## config.mk

```make
export PLATFORM = sky130hd
export DESIGN_NAME = fetch_unit_flat
export DESIGN_NICKNAME = d
export VERILOG_FILES = /design/src/rtl/fetch_unit_if.sv /design/src/rtl/fetch_unit.sv /design/src/flat_wrapper.sv
export SDC_FILE = /design/constraint.sdc
export NUM_CORES = 1
export LEC_CHECK = 0
export ABC_AREA = 1
export CORE_MARGIN = 2
export CORE_UTILIZATION = 43
export CTS_CLUSTER_SIZE = 10
export DETAILED_ROUTE_END_ITERATION = 16
export PLACE_DENSITY = 0.95
export SYNTH_ARGS = -nofsm -noshare
export SYNTH_HDL_FRONTEND = slang
export SYNTH_SLANG_ARGS = --single-unit
export TNS_END_PERCENT = 10
```

## constraint.sdc

```tcl
create_clock -name clk -period 2.4 [get_ports clk]
set_input_delay 0.48 -clock clk [delete_from_list [all_inputs] [get_ports clk]]
set_output_delay 0.48 -clock clk [all_outputs]
set_load 0.03 [all_outputs]
```

## src/rtl/fetch_unit_if.sv

```systemverilog
// rtl/fetch_unit_if.sv - fetch unit bus bundle: imem request/grant/response, decode valid/ready, next-PC
//
// Purpose : groups every non-clock/reset signal of fetch_unit into one bundle.
// Modports:
//   master - fetch_unit side: drives imem_req/imem_addr, inst_valid/inst/pc/pc_plus4,
//            misalign_err; samples imem_gnt/imem_rvalid/imem_rdata, inst_ready,
//            npc_valid/npc.
//   slave  - environment side (imem, decode, sequencer): the mirror image.
interface fetch_unit_if;
  logic        imem_req;
  logic [31:0] imem_addr;
  logic        imem_gnt;
  logic        imem_rvalid;
  logic [31:0] imem_rdata;
  logic        inst_valid;
  logic        inst_ready;
  logic [31:0] inst;
  logic [31:0] pc;
  logic [31:0] pc_plus4;
  logic        npc_valid;
  logic [31:0] npc;
  logic        misalign_err;

  modport master (
    output imem_req, imem_addr, inst_valid, inst, pc, pc_plus4, misalign_err,
    input  imem_gnt, imem_rvalid, imem_rdata, inst_ready, npc_valid, npc
  );

  modport slave (
    input  imem_req, imem_addr, inst_valid, inst, pc, pc_plus4, misalign_err,
    output imem_gnt, imem_rvalid, imem_rdata, inst_ready, npc_valid, npc
  );
endinterface

```

## src/rtl/fetch_unit.sv

```systemverilog
// rtl/fetch_unit.sv - instruction fetch stage: one instruction in flight, FETCH/WAIT/ISSUE/EXEC
//
// Purpose : holds the architectural PC, fetches one word from instruction memory
//           over req/gnt/rvalid, presents it to decode over valid/ready, then waits
//           for the resolved next PC from the sequencer.
// Ports   :
//   clk          in   sole clock, rising edge
//   rst_n        in   asynchronous active-low reset
//   bus          master modport of fetch_unit_if:
//     imem_req/imem_addr out, imem_gnt/imem_rvalid/imem_rdata in
//     inst_valid/inst/pc/pc_plus4 out, inst_ready in
//     npc_valid/npc in, misalign_err out
// Config  : FETCH_MISALIGN_TRAP_EN - when defined, a misaligned next PC is loaded
//           unmodified, sets sticky misalign_err and parks the block in ERR until
//           reset. When undefined the low two bits of npc are cleared and
//           misalign_err is tied to 0.
module fetch_unit #(
  parameter logic [31:0] RESET_PC = 32'h0000_0000
) (
  input  logic         clk,
  input  logic         rst_n,
  fetch_unit_if.master bus
);

  typedef enum logic [2:0] {
    FETCH = 3'd0,
    WAIT  = 3'd1,
    ISSUE = 3'd2,
    EXEC  = 3'd3
`ifdef FETCH_MISALIGN_TRAP_EN
    ,
    ERR   = 3'd4
`endif
  } state_e;

  state_e      state_q;
  logic [31:0] pc_q;
  logic [31:0] inst_q;
  // req/valid are registered alongside the state so no input reaches them combinationally.
  logic        req_q;
  logic        valid_q;
`ifdef FETCH_MISALIGN_TRAP_EN
  logic        err_q;
`endif

  always_ff @(posedge clk or negedge rst_n) begin
    if (!rst_n) begin
      state_q <= FETCH;
      pc_q    <= RESET_PC;
      inst_q  <= '0;
      req_q   <= 1'b1;
      valid_q <= 1'b0;
`ifdef FETCH_MISALIGN_TRAP_EN
      err_q   <= 1'b0;
`endif
    end else begin
      case (state_q)
        FETCH: begin
          if (bus.imem_gnt) begin
            state_q <= WAIT;
            req_q   <= 1'b0;
          end
        end
        WAIT: begin
          if (bus.imem_rvalid) begin
            inst_q  <= bus.imem_rdata;
            state_q <= ISSUE;
            valid_q <= 1'b1;
          end
        end
        ISSUE: begin
          if (bus.inst_ready) begin
            state_q <= EXEC;
            valid_q <= 1'b0;
          end
        end
        EXEC: begin
          if (bus.npc_valid) begin
`ifdef FETCH_MISALIGN_TRAP_EN
            pc_q <= bus.npc;
            if (bus.npc[1:0] != 2'b00) begin
              err_q   <= 1'b1;
              state_q <= ERR;
            end else begin
              state_q <= FETCH;
              req_q   <= 1'b1;
            end
`else
            pc_q    <= {bus.npc[31:2], 2'b00};
            state_q <= FETCH;
            req_q   <= 1'b1;
`endif
          end
        end
`ifdef FETCH_MISALIGN_TRAP_EN
        ERR: begin
          // Terminal until reset; req/valid already low on entry.
          state_q <= ERR;
        end
`endif
        default: begin
          state_q <= FETCH;
          req_q   <= 1'b1;
          valid_q <= 1'b0;
        end
      endcase
    end
  end

  assign bus.imem_req   = req_q;
  assign bus.imem_addr  = pc_q;
  assign bus.inst_valid = valid_q;
  assign bus.inst       = inst_q;
  assign bus.pc         = pc_q;
  assign bus.pc_plus4   = pc_q + 32'd4;
`ifdef FETCH_MISALIGN_TRAP_EN
  assign bus.misalign_err = err_q;
`else
  assign bus.misalign_err = 1'b0;
`endif

endmodule
```

## src/flat_wrapper.sv

```systemverilog
// flat-port wrapper written by rule: the top's interface ports become plain ports
module fetch_unit_flat 
#(
  parameter logic [31:0] RESET_PC = 32'h0000_0000
)
  (clk, rst_n, bus_imem_req, bus_imem_addr, bus_inst_valid, bus_inst, bus_pc, bus_pc_plus4, bus_misalign_err, bus_imem_gnt, bus_imem_rvalid, bus_imem_rdata, bus_inst_ready, bus_npc_valid, bus_npc);
  fetch_unit_if bus_i ();
  input  logic clk;
  input  logic rst_n;
  output wire logic [$bits(bus_i.imem_req)-1:0] bus_imem_req;
  output wire logic [$bits(bus_i.imem_addr)-1:0] bus_imem_addr;
  output wire logic [$bits(bus_i.inst_valid)-1:0] bus_inst_valid;
  output wire logic [$bits(bus_i.inst)-1:0] bus_inst;
  output wire logic [$bits(bus_i.pc)-1:0] bus_pc;
  output wire logic [$bits(bus_i.pc_plus4)-1:0] bus_pc_plus4;
  output wire logic [$bits(bus_i.misalign_err)-1:0] bus_misalign_err;
  input wire logic [$bits(bus_i.imem_gnt)-1:0] bus_imem_gnt;
  input wire logic [$bits(bus_i.imem_rvalid)-1:0] bus_imem_rvalid;
  input wire logic [$bits(bus_i.imem_rdata)-1:0] bus_imem_rdata;
  input wire logic [$bits(bus_i.inst_ready)-1:0] bus_inst_ready;
  input wire logic [$bits(bus_i.npc_valid)-1:0] bus_npc_valid;
  input wire logic [$bits(bus_i.npc)-1:0] bus_npc;
  assign bus_imem_req = bus_i.imem_req;
  assign bus_imem_addr = bus_i.imem_addr;
  assign bus_inst_valid = bus_i.inst_valid;
  assign bus_inst = bus_i.inst;
  assign bus_pc = bus_i.pc;
  assign bus_pc_plus4 = bus_i.pc_plus4;
  assign bus_misalign_err = bus_i.misalign_err;
  assign bus_i.imem_gnt = bus_imem_gnt;
  assign bus_i.imem_rvalid = bus_imem_rvalid;
  assign bus_i.imem_rdata = bus_imem_rdata;
  assign bus_i.inst_ready = bus_inst_ready;
  assign bus_i.npc_valid = bus_npc_valid;
  assign bus_i.npc = bus_npc;
  fetch_unit #(.RESET_PC(RESET_PC)) u_core (.clk(clk), .rst_n(rst_n), .bus(bus_i));
endmodule
```

Word level (Yosys, flattened, before mapping)
Index checks and enable logic that the tools add are counted.

cells by class
  add/subtract/negate cells = 1
  equality and inequality tests = 7
  muxes and demuxes = 11
  bitwise gates (word level) = 2
  reductions and logical operators = 8

operators with widths
  cell                     number
  $add A32 B3 Y32 const B  1
  $mux W3                  4
  $pmux W3 S4              1
  $ne A2 B2 Y1 const B     4
  $eq A3 B2 Y1 const B     2
  $pmux W1 S3              2
  $reduce_and A3 Y1        2
  $mux W1                  4
  $reduce_and A2 Y1        2
  $reduce_and A4 Y1        1
  $reduce_or A2 Y1         2
  $eq A3 B1 Y1 const B     1
  $logic_not A3 Y1         1
  $not A1 Y1               2

word-level totals
  flip-flop bits (word level) = 67
  bits of input ports = 70
  output and inout bits = 131
  word-level logic and storage cells = 34

Depth between registers and ports, before layout
  depth after elaboration = 4
  depth in mapped cells = 8
  depth with buffers taken out = 8

Worst setup path after synthesis
Ideal clock, no wire load.

  path kind = register to output
  start point = reg u_core.pc_q[2], in the netlist u_core.bus.imem_addr[2]
  end point = out bus_pc_plus4[11]
  arrival = 1764 ps
  data required time = 1920 ps
  slack = 156 ps
  stages on the path, launching flop included = 6
  buffers on the path = 0
  path through = dfrtp_1 > inv_1 > nor2_8 > nand2_8 > nor2_8 > xor2_1

between the ends
  cells in the longest elaborated chain, start to end = 1

ends and longest elaborated chain
  what                    line                text
  from (decl)             fetch_unit.sv:37    logic [31:0] pc_q;
  from (signal assigned)  fetch_unit.sv:89    pc_q <= {bus.npc[31:2], 2'b00};
  $add A32 B3 Y32         fetch_unit.sv:115   assign bus.pc_plus4 = pc_q + 32'd4;
  to (decl)               flat_wrapper.sv:15  output wire logic [$bits(bus_i.pc_plus4)-1:0] bus_pc_plus4;

No other way between the ends.

Worst setup path in the final report
  start point = reg u_core.pc_q[3], in the netlist u_core.bus.imem_addr[3]
  end point = out bus_pc_plus4[18]

The elaborated chain is that of the path after synthesis.

==> impl_metrics.py <==
metrics = {
    "status": {
        "status": "completed",
    },
    "synthesis": {
        "yosysWarningCount": 0,
        "yosysTopAreaCell": "dfrtp_1",
        "synthTopCellsByArea": "dfrtp_1, mux2_2, nand2_1",
        "synth_top_area_share_pct": 43.3,
        "synth_area_um2": 3750,
        "synth_seq_cells": 66,
        "syn-mean-instance-area_um2": 9.86,
        "synth_cells": 381,
        "yosysUniqueCellTypes": 28,
        "ys_seq_area_share_pct": 44.0,
    },
    "routing": {
        "routed_wl_mm": 11.0,
        "first_iter_violations": 94,
        "firstDrtPassIters": 4,
        "drc": 0,
        "num_vias": 3331,
        "via_per_inst": 4.84,
        "wl_per_cell_um": 16.0,
        "detail-route-antenna-nets": 0,
    },
    "floorplan": {
        "die_x_um": 97.4,
        "fp.dieH_um": 97.4,
        "start_util_pct": 43.7,
        "io-pin-count": 201,
        "core_um2": 8590,
        "fp-row-count": 34,
        "dieArea_um2": 9500,
    },
    "power_and_ir_drop": {
        "leakage_nw": 2.76,
        "cellPowerDensity_nw_per_um2": 1630,
        "max-vdd-ir-drop_uv": 903,
    },
    "placed_design": {
        "placed_area_um2": 5770,
        "dpl_worst_slack_ns": 0.0663,
        "dp_hpwl_mm": 8.59,
        "routabilityCongestion": 0.918,
        "port_buffers": 191,
    },
    "global_routing": {
        "grt_usage_pct": 23.6,
        "antenna_found_initial": 0,
        "grt_first_pass_wirelength_mm": 17.9,
        "grt_max_degree": 67,
        "grt_pass1_vias": 3537,
        "grt-ovfl-total": 0,
    },
    "timing": {
        "slew_violations": 0,
        "fmax_ghz": 0.428,
        "finalCritPeriodShare_pct": 97.3,
        "setup_slack_ns": 0.0646,
        "skew_ns": 0.00838,
        "setup_viol": 0,
        "period_needed_ns": 2.34,
        "grt_setup_unrepaired": "yes",
        "whs_ns": 0.147,
        "finalHoldViolations": 0,
    },
    "worst_setup_path": {
        "r2r-end": "u_core.bus.inst[20]$_DFFE_PN0P_",
        "end_kind": "output port",
        "cp.required_ns": 1.92,
        "worstSetupEndpoint": "bus_pc_plus4[18]",
        "worstRegToRegCells": 5,
        "cp_max_fo": 5,
        "critPathKind": "flip-flop to output port",
        "reg2reg_from": "u_core.state_q[1]$_DFFE_PN0P_",
        "critPathLaunch": "u_core.bus.imem_addr[3]$_DFFE_PN0P_",
        "cp-start-kind": "flip-flop",
        "rrSetupSlack_ns": 0.73,
        "arrival_ns": 1.86,
    },
    "min_path": {
        "hold_path.class": "input pin to asynchronous set/reset pin",
    },
    "run": {
        "cap_violations": 0,
    },
    "cts": {
        "numCtsBuffers": 9,
        "htreeDepth": 3,
        "cts_root_buf": "clkbuf_8",
        "cts_tree": "done",
        "clk_pin_slew_ns": 0.08,
        "cts_sinks": 66,
        "clk_latency_ns": 0.33,
        "clockBufferDepth": 2,
    },
    "layout": {
        "final_cell_area_um2": 6040,
        "areaGrowthSynthToFinish_pct": 60.8,
        "nets": 651,
        "drive_gt1_share_pct": 27.8,
        "diodes": 0,
    },
}
placed cells by master (no fill, tap or decap), drive strengths merged, types with 6 or more instances in the layout:
cell type      instances
dfrtp                 65
clkdlybuf4s50        162
a21oi                  8
nand2                 90
mux2                  54
conb                   7
nor2                  50
inv                   22
dlygate4sd2            6
nand3                  8
nand3b                 7
xor2                  10
clkbuf                11
ha                     6
buf                   48
logic make-up (layout without fill, tap and decap cells):
group                    count (synthesis)  after routing  synth area share [%]
AO/OA/AOI/OAI                           14             14                  1.93
XOR/XNOR                                15             15                  3.90
adder cells (fa/ha/maj)                  6              6                  2.00
buffers and inverters                   66            259                  10.6
flip-flops                              66             66                  44.0
multiplexers                            54             54                  16.2
other                                    1              7                0.0999
AND/OR/NAND/NOR                        159            159                  21.3
worst min path at each step:
stage,cells past startpoint,end,startpoint,slack [ns]
after global placement,2,u_core.bus.inst_valid$_DFFE_PN0P_,u_core.bus.inst_valid$_DFFE_PN0P_,0.48
after detailed placement,1,u_core.bus.inst[7]$_DFFE_PN0P_,u_core.bus.inst[7]$_DFFE_PN0P_,0.49
after global routing,2,u_core.bus.imem_addr[3]$_DFFE_PN0P_,rst_n,0.18
after CTS,2,u_core.bus.imem_addr[3]$_DFFE_PN0P_,rst_n,0.17
final,2,u_core.bus.imem_addr[3]$_DFFE_PN0P_,rst_n,0.15
after floorplan,0,u_core.bus.imem_addr[10]$_DFFE_PN0P_,rst_n,0.18
Yosys cell counts (all sizes together):
master,count
and2,2
nor2,50
xor2,10
o21a,1
nand4,1
ha,6
nand2,90
mux2,54
xnor2,5
o21ai,5
or2,1
nand3,8
buf,44
dfstp,1
conb,1
dfrtp,65
inv,22
nand3b,7
a21oi,8
registers in the layout (all words and copies together), names as in the netlist:
name and flops:
u_core.bus.imem_addr 30, u_core.bus.imem_req 1, u_core.bus.inst_valid 1, u_core.state_q 2, u_core.bus.inst 32
metal layers:
metal  vias up  GRT usage [%]  wire [µm]
met5         -              0          0
li1       1559              -          -
met4         0           6.84        163
met1      1585           26.5       4060
met2       171           42.0       5690
met3        16           8.56       1120
timing repair:
action,in CTS,in global routing
resized for setup,18,19
hold buffers,0,0
pin swaps,0,5
buffers inserted,0,2
endpoints found under the setup margin,19,16
cell type report:
| cell class | instances | area (µm²) |
|---|---|---|
| fill | 620 | 2560 |
| timing repair buffer | 221 | 2180 |
| multi-input combinational | 255 | 1790 |
| sequential | 66 | 1660 |
| tap | 108 | 135 |
| clock buffer | 9 | 124 |
| inverter | 22 | 82.6 |
| clock inverter | 7 | 70.1 |
stage by stage:
step / instances / TNS (ns) / power, mW / utilization, %
CTS: 686 / -0.189 / 9.84 / 69.6
finish: 688 / 0 / 9.85 / 70.3
global route: 688 / -0.130 / 10.3 / 70.3
global placement: 670 / 0 / 8.75 / 67.2
detailed placement: 670 / 0 / 8.93 / 67.2
floorplan: 387 / 0 / 6.13 / -
power breakdown:
part / switching, mW / internal (mW) / total (mW) / leakage, nW
Clock: 0.440 / 0.478 / 0.918 / 0.0990
Sequential: 0.368 / 1.68 / 2.05 / 0.773
Combinational: 3.95 / 2.93 / 6.89 / 1.89
worst max-delay path, stage by stage, from the launching register on:
cell,delay [ns]
dfrtp_2,0.43
ha_4,0.17
nand2_1,0.06
nor2_2,0.13
nand2_2,0.08
buf_6,0.13
nor2_4,0.15
xor2_1,0.18
buf_4,0.19
Power figures use the tool's default switching activity.
